## src/rtl/ram_arb_pkg.sv

```systemverilog
// Shared types and helpers for the single-port RAM arbiter.
package ram_arb_pkg;

  // Which host port owns the response in the cycle after a grant.
  typedef enum logic [1:0] {
    RSP_NONE  = 2'd0,
    RSP_INSTR = 2'd1,
    RSP_DATA  = 2'd2
  } rsp_tag_e;

  // Width of the fetch starvation counter; holds limits up to 15.
  localparam int unsigned StarveCntW = 4;

  // True when addr falls inside the power-of-two window [base, base+size).
  function automatic logic addr_in_range(input logic [31:0] addr,
                                         input logic [31:0] base,
                                         input logic [31:0] size);
    return (addr & ~(size - 32'd1)) == base;
  endfunction

endpackage

```

## src/rtl/ram_arb_starve_ctr.sv

```systemverilog
// Saturating counter of consecutive data grants taken while a fetch waits.
module ram_arb_starve_ctr
  import ram_arb_pkg::*;
#(
  parameter int unsigned Limit = 4
) (
  input  logic clk_sys_i,
  input  logic rst_sys_ni,
  input  logic inc_i,
  input  logic clr_i,
  output logic limit_reached_o
);

  logic [StarveCntW-1:0] cnt_q, cnt_d;

  // Clear has priority over increment; count saturates at Limit.
  always_comb begin
    cnt_d = cnt_q;
    if (clr_i) begin
      cnt_d = '0;
    end else if (inc_i && (cnt_q < StarveCntW'(Limit))) begin
      cnt_d = cnt_q + StarveCntW'(1);
    end
  end

  // Counter state register.
  always_ff @(posedge clk_sys_i or negedge rst_sys_ni) begin
    if (!rst_sys_ni) begin
      cnt_q <= '0;
    end else begin
      cnt_q <= cnt_d;
    end
  end

  assign limit_reached_o = (cnt_q >= StarveCntW'(Limit));

endmodule

```

## src/rtl/ram_port_arbiter.sv

```systemverilog
// Shares one single-port, 1-cycle-latency RAM between fetch and data ports.
// Data has priority; a starvation guard forces a fetch grant after
// MaxDataBurst consecutive data grants while a fetch is pending.
module ram_port_arbiter
  import ram_arb_pkg::*;
#(
  parameter int unsigned MemSize      = 65536,
  parameter logic [31:0] MemStart     = 32'h0000_0000,
  parameter int unsigned MaxDataBurst = 4,
  parameter int unsigned AddrWidth    = 14
) (
  input  logic                 clk_sys_i,
  input  logic                 rst_sys_ni,
  input  logic                 instr_req_i,
  input  logic [31:0]          instr_addr_i,
  output logic                 instr_gnt_o,
  output logic                 instr_rvalid_o,
  output logic [31:0]          instr_rdata_o,
  output logic                 instr_err_o,
  input  logic                 data_req_i,
  input  logic                 data_we_i,
  input  logic [3:0]           data_be_i,
  input  logic [31:0]          data_addr_i,
  input  logic [31:0]          data_wdata_i,
  output logic                 data_gnt_o,
  output logic                 data_rvalid_o,
  output logic [31:0]          data_rdata_o,
  output logic                 data_err_o,
  output logic                 mem_req_o,
  output logic                 mem_we_o,
  output logic [3:0]           mem_be_o,
  output logic [AddrWidth-1:0] mem_addr_o,
  output logic [31:0]          mem_wdata_o,
  input  logic [31:0]          mem_rdata_i
);

  logic        limit_reached;
  logic        starve_inc, starve_clr;
  logic [31:0] sel_addr;
  logic        in_range;
  logic        any_gnt;

  rsp_tag_e    rsp_tag_q, rsp_tag_d;
  logic        err_q, err_d;
  logic        rd_q, rd_d;

  logic        unused_addr_lsb;

  ram_arb_starve_ctr #(
    .Limit (MaxDataBurst)
  ) u_starve_ctr (
    .clk_sys_i       (clk_sys_i),
    .rst_sys_ni      (rst_sys_ni),
    .inc_i           (starve_inc),
    .clr_i           (starve_clr),
    .limit_reached_o (limit_reached)
  );

  // Arbitration: data first unless the fetch has waited out the burst limit.
  always_comb begin
    instr_gnt_o = 1'b0;
    data_gnt_o  = 1'b0;
    if (data_req_i && !limit_reached) begin
      data_gnt_o = 1'b1;
    end else if (instr_req_i) begin
      instr_gnt_o = 1'b1;
    end else if (data_req_i) begin
      data_gnt_o = 1'b1;
    end
    starve_inc = data_gnt_o && instr_req_i;
    starve_clr = instr_gnt_o || !instr_req_i;
  end

  // RAM drive; the data port supplies every field unless a fetch is granted.
  always_comb begin
    any_gnt     = instr_gnt_o || data_gnt_o;
    sel_addr    = instr_gnt_o ? instr_addr_i : data_addr_i;
    in_range    = addr_in_range(sel_addr, MemStart, 32'(MemSize));
    mem_req_o   = any_gnt && in_range;
    mem_addr_o  = sel_addr[AddrWidth+1:2];
    mem_we_o    = instr_gnt_o ? 1'b0 : data_we_i;
    mem_be_o    = instr_gnt_o ? 4'hF : data_be_i;
    mem_wdata_o = data_wdata_i;
  end

  // Byte offset is intentionally dropped: misaligned accesses hit the word.
  assign unused_addr_lsb = ^sel_addr[1:0];

  // Next response owner, error flag and read-forward flag, latched at grant.
  always_comb begin
    rsp_tag_d = RSP_NONE;
    if (instr_gnt_o) begin
      rsp_tag_d = RSP_INSTR;
    end else if (data_gnt_o) begin
      rsp_tag_d = RSP_DATA;
    end
    err_d = any_gnt && !in_range;
    rd_d  = mem_req_o && !mem_we_o;
  end

  // Response pipeline register; reset drops any pending response.
  always_ff @(posedge clk_sys_i or negedge rst_sys_ni) begin
    if (!rst_sys_ni) begin
      rsp_tag_q <= RSP_NONE;
      err_q     <= 1'b0;
      rd_q      <= 1'b0;
    end else begin
      rsp_tag_q <= rsp_tag_d;
      err_q     <= err_d;
      rd_q      <= rd_d;
    end
  end

  // Response steering: RAM data only reaches the owning port on a good read.
  always_comb begin
    instr_rvalid_o = (rsp_tag_q == RSP_INSTR);
    data_rvalid_o  = (rsp_tag_q == RSP_DATA);
    instr_err_o    = instr_rvalid_o && err_q;
    data_err_o     = data_rvalid_o && err_q;
    instr_rdata_o  = (instr_rvalid_o && rd_q) ? mem_rdata_i : '0;
    data_rdata_o   = (data_rvalid_o && rd_q) ? mem_rdata_i : '0;
  end

endmodule

```

## config.mk

```make
export PLATFORM = sky130hd
export DESIGN_NAME = ram_port_arbiter
export DESIGN_NICKNAME = d
export VERILOG_FILES = /design/src/rtl/ram_arb_pkg.sv /design/src/rtl/ram_arb_starve_ctr.sv /design/src/rtl/ram_port_arbiter.sv
export SDC_FILE = /design/constraint.sdc
export NUM_CORES = 1
export LEC_CHECK = 0
export ABC_AREA = 1
export BUFFER_PORTS_ARGS = -buffer_cell sky130_fd_sc_hd__buf_2
export CORE_AREA = 5 5 96 98
export CTS_BUF_LIST = sky130_fd_sc_hd__clkbuf_2 sky130_fd_sc_hd__clkbuf_4 sky130_fd_sc_hd__clkbuf_8
export CTS_CLUSTER_SIZE = 28
export DETAILED_ROUTE_END_ITERATION = 10
export DIE_AREA = 0 0 101 103
export SLEW_MARGIN = 20
export SYNTH_ARGS = -nofsm -noshare
export SYNTH_HDL_FRONTEND = slang
export SYNTH_SLANG_ARGS = --single-unit
```

## constraint.sdc

```tcl
create_clock -name clk_sys_i -period 2.8 [get_ports clk_sys_i]
set_input_delay 0.56 -clock clk_sys_i [delete_from_list [all_inputs] [get_ports clk_sys_i]]
set_output_delay 0.56 -clock clk_sys_i [all_outputs]
set_load 0.01 [all_outputs]
```

==> results.json <==
{
  "grt_pass1_wl_mm": 7.24,
  "cts_buffers": 3,
  "num-nets-final": 546,
  "row_count": 34,
  "clockBufferDepth": 2,
  "die-area_um2": 10400,
  "synth_cell_types": 16,
  "via_per_inst": 3.70,
  "final_layout_size_suffix_gt1_share_pct": 50.5,
  "min_period_over_period_pct": 81.2,
  "cp.arrival_ns": 1.71,
  "yosys_warnings": 0,
  "syn-num-nets": 392,
  "core_um2": 8380,
  "postPlaceCellArea_um2": 2120,
  "cts_setup_buffers": 0,
  "powerDensity_nw_per_um2": 203,
  "total_power_mw": 0.439,
  "chipHeight_um": 103,
  "clkLatencyLatePin_ns": 0.22,
  "p_clk_share_pct": 30.0,
  "io_pins": 259,
  "crit_type": "in2out",
  "slew_violations": 0,
  "setup_viol": 0,
  "clk_pin_slew_worst_paths_ns": 0.04,
  "p_comb_share_pct": 41.9,
  "final_cell_mix": "190 x buf_2, 91 x nor2_1, 52 x nand2_1",
  "dr.pass1.iters": 2,
  "dp_slack_ns": 0.492,
  "grt_overflow": 0,
  "final_common_cell": "buf_2",
  "ys_seq_area_share_pct": 14.6,
  "path_buf_inv": 3,
  "syn-instance-count": 254,
  "rsz0062_at_grt": "false",
  "area_delta_synth_final_pct": 57.8,
  "grt_max_degree": 33,
  "start_util_pct": 16.4,
  "p_leak_nw": 1.58,
  "crit_family": "compound AO/OA/AOI/OAI gates",
  "period_minus_slack_ns": 2.27,
  "die_w_um": 101,
  "relSlewSlack_pct": 59.4,
  "via_count": 1900,
  "ys_ff_latch": 8,
  "maxCapViolCount": 0,
  "worst-path-max-fanout": 24,
  "grt_pass1_vias": 1688,
  "fin_worst_skew_ns": 0.00360,
  "worst_slew_pin_slew_ns": 0.608,
  "port_buffers": 190,
  "internal_power_mw": 0.303,
  "end_kind": "output port",
  "routedWlPerCell_um": 10.1,
  "antenna_found_initial": 0,
  "htreeDepth": 1,
  "dp_hpwl_mm": 4.62,
  "clockRootBuffer": "clkbuf_8",
  "fill_cells": 942,
  "hold_violations": 0,
  "gp_congestion": 0.706,
  "slowest_delay_ns": 0.53,
  "grt_usage_pct": 8.53,
  "status": "completed",
  "startpoint_type": "input pin",
  "diodes": 0,
  "drt-total-wl_mm": 5.21,
  "crit_required_ns": 2.24,
  "fmax_ghz": 0.440,
  "post_cts_resized": 0,
  "ctsHoldBuffers": 0,
  "hold_path_class": "in2async",
  "cts_sinks": 8,
  "syn_area_per_cell_um2": 5.40,
  "worst_slack_ns": 0.527,
  "ant_nets": 0,
  "slowest_stage": "a21boi_4",
  "post-route-cell-area_um2": 2170,
  "drtIter0Drc": 44,
  "peakVddDrop_mv": 0.225,
  "critical_path.cell_chain": "buf_2, a21boi_4, nand3_1, nand2_2, nand2_2, inv_1, buf_2",
  "p_sw_share_pct": 30.9,
  "p_sw_mw": 0.135,
  "syn_area_um2": 1370,
  "cts_tree": "built",
  "finalSetupTns_ns": 0,
  "seq_power_share_pct": 28.1,
  "hold_slack_ns": 0.169,
  "drc_errors": 0
}
==> kinds of logic (layout without fill, tap and decap cells) <==
kind of cell | count (synthesis) | after routing | share of synthesized area, %
xor+xnor | 1 | 1 | 0.638
simple gates | 161 | 161 | 46.9
fa+ha+maj | 1 | 1 | 0.911
buf+inv | 81 | 233 | 35.3
compound gates | 1 | 1 | 1.37
other cells | 1 | 1 | 0.273
flops | 8 | 8 | 14.6
==> worst paths after layout <==
| kind | start | end | slack, ns | cells after the start |
|---|---|---|---|---|
| setup / recovery | instr_req_i | mem_req_o | 0.53 | 7 |
| hold reg to reg | u_starve_ctr.cnt_q[0] | u_starve_ctr.cnt_q[0] | 0.43 | 1 |
| setup reg to reg | u_starve_ctr.cnt_q[2] | rd_q | 1.35 | 6 |
| hold / removal | rst_sys_ni | rd_q | 0.17 | 1 |
| max in group asynchronous | rst_sys_ni | u_starve_ctr.cnt_q[2] | 2.47 | 1 |
| min in group clk_sys_i | u_starve_ctr.cnt_q[0] | u_starve_ctr.cnt_q[0] | 0.43 | 1 |
==> area by class of cell <==
cell class / count / area, µm² / area share [%]
flip-flops and latches: 8 / 200 / 9.24
well taps: 108 / 135 / 6.24
clock buffers: 3 / 41.3 / 1.91
multi-input cells: 165 / 688 / 31.8
repair buffers: 190 / 951 / 43.9
inverters: 40 / 150 / 6.93
==> per-layer routing <==
layer / vias to the layer above / global-route usage [%] / part of all wire [%]
li1: 990 / - / -
met1: 753 / 8.91 / 35
met2: 155 / 15.9 / 46
met3: 2 / 3.99 / 19
met4: 0 / 1.23 / 0.36
met5: - / 0 / 0
==> Yosys cell counts <==
master | instances | area, µm²
ha_1 | 1 | 12.5
nor2_2 | 5 | 31.3
nand2_1 | 52 | 195
nor2_1 | 91 | 342
a21boi_4 | 1 | 18.8
inv_1 | 40 | 150
nor3_1 | 2 | 10.0
conb_1 | 1 | 3.75
or2_2 | 1 | 6.26
buf_4 | 34 | 255
dfrtp_1 | 8 | 200
or2_1 | 3 | 18.8
xnor2_1 | 1 | 8.76
nand3_1 | 2 | 10.0
buf_6 | 7 | 78.8
nand2_2 | 5 | 31.3
==> sequential cells by signal, summed over array words and instances, names as in the netlist <==
signal / flops
err_q: 1
rsp_tag_q: 2
u_starve_ctr.cnt_q: 4
rd_q: 1
==> worst reg2reg max path, stage by stage (launching register included) <==
cell and delay (ns):
dfrtp_1 0.37, nor2_2 0.07, a21boi_4 0.50, nand3_1 0.17, nand2_2 0.11, nand2_2 0.06
nor2_2 0.09
==> power groups by stage <==
stage | sequential, mW | combinational, mW | clock (mW)
floorplan | 0.124 | 0.127 | 0
global placement | 0.125 | 0.184 | 0
detailed placement | 0.125 | 0.187 | 0
CTS | 0.123 | 0.188 | 0.135
global route | 0.123 | 0.208 | 0.144
finish | 0.123 | 0.184 | 0.132
==> metrics by stage <==
step / util, % / cells
after detailed placement: 25.4 / 511
after floorplan: - / 254
final: 25.8 / 514
after CTS: 25.8 / 514
after global placement: 25.4 / 511
after global routing: 25.8 / 514
(Power assumes the default switching activity.)
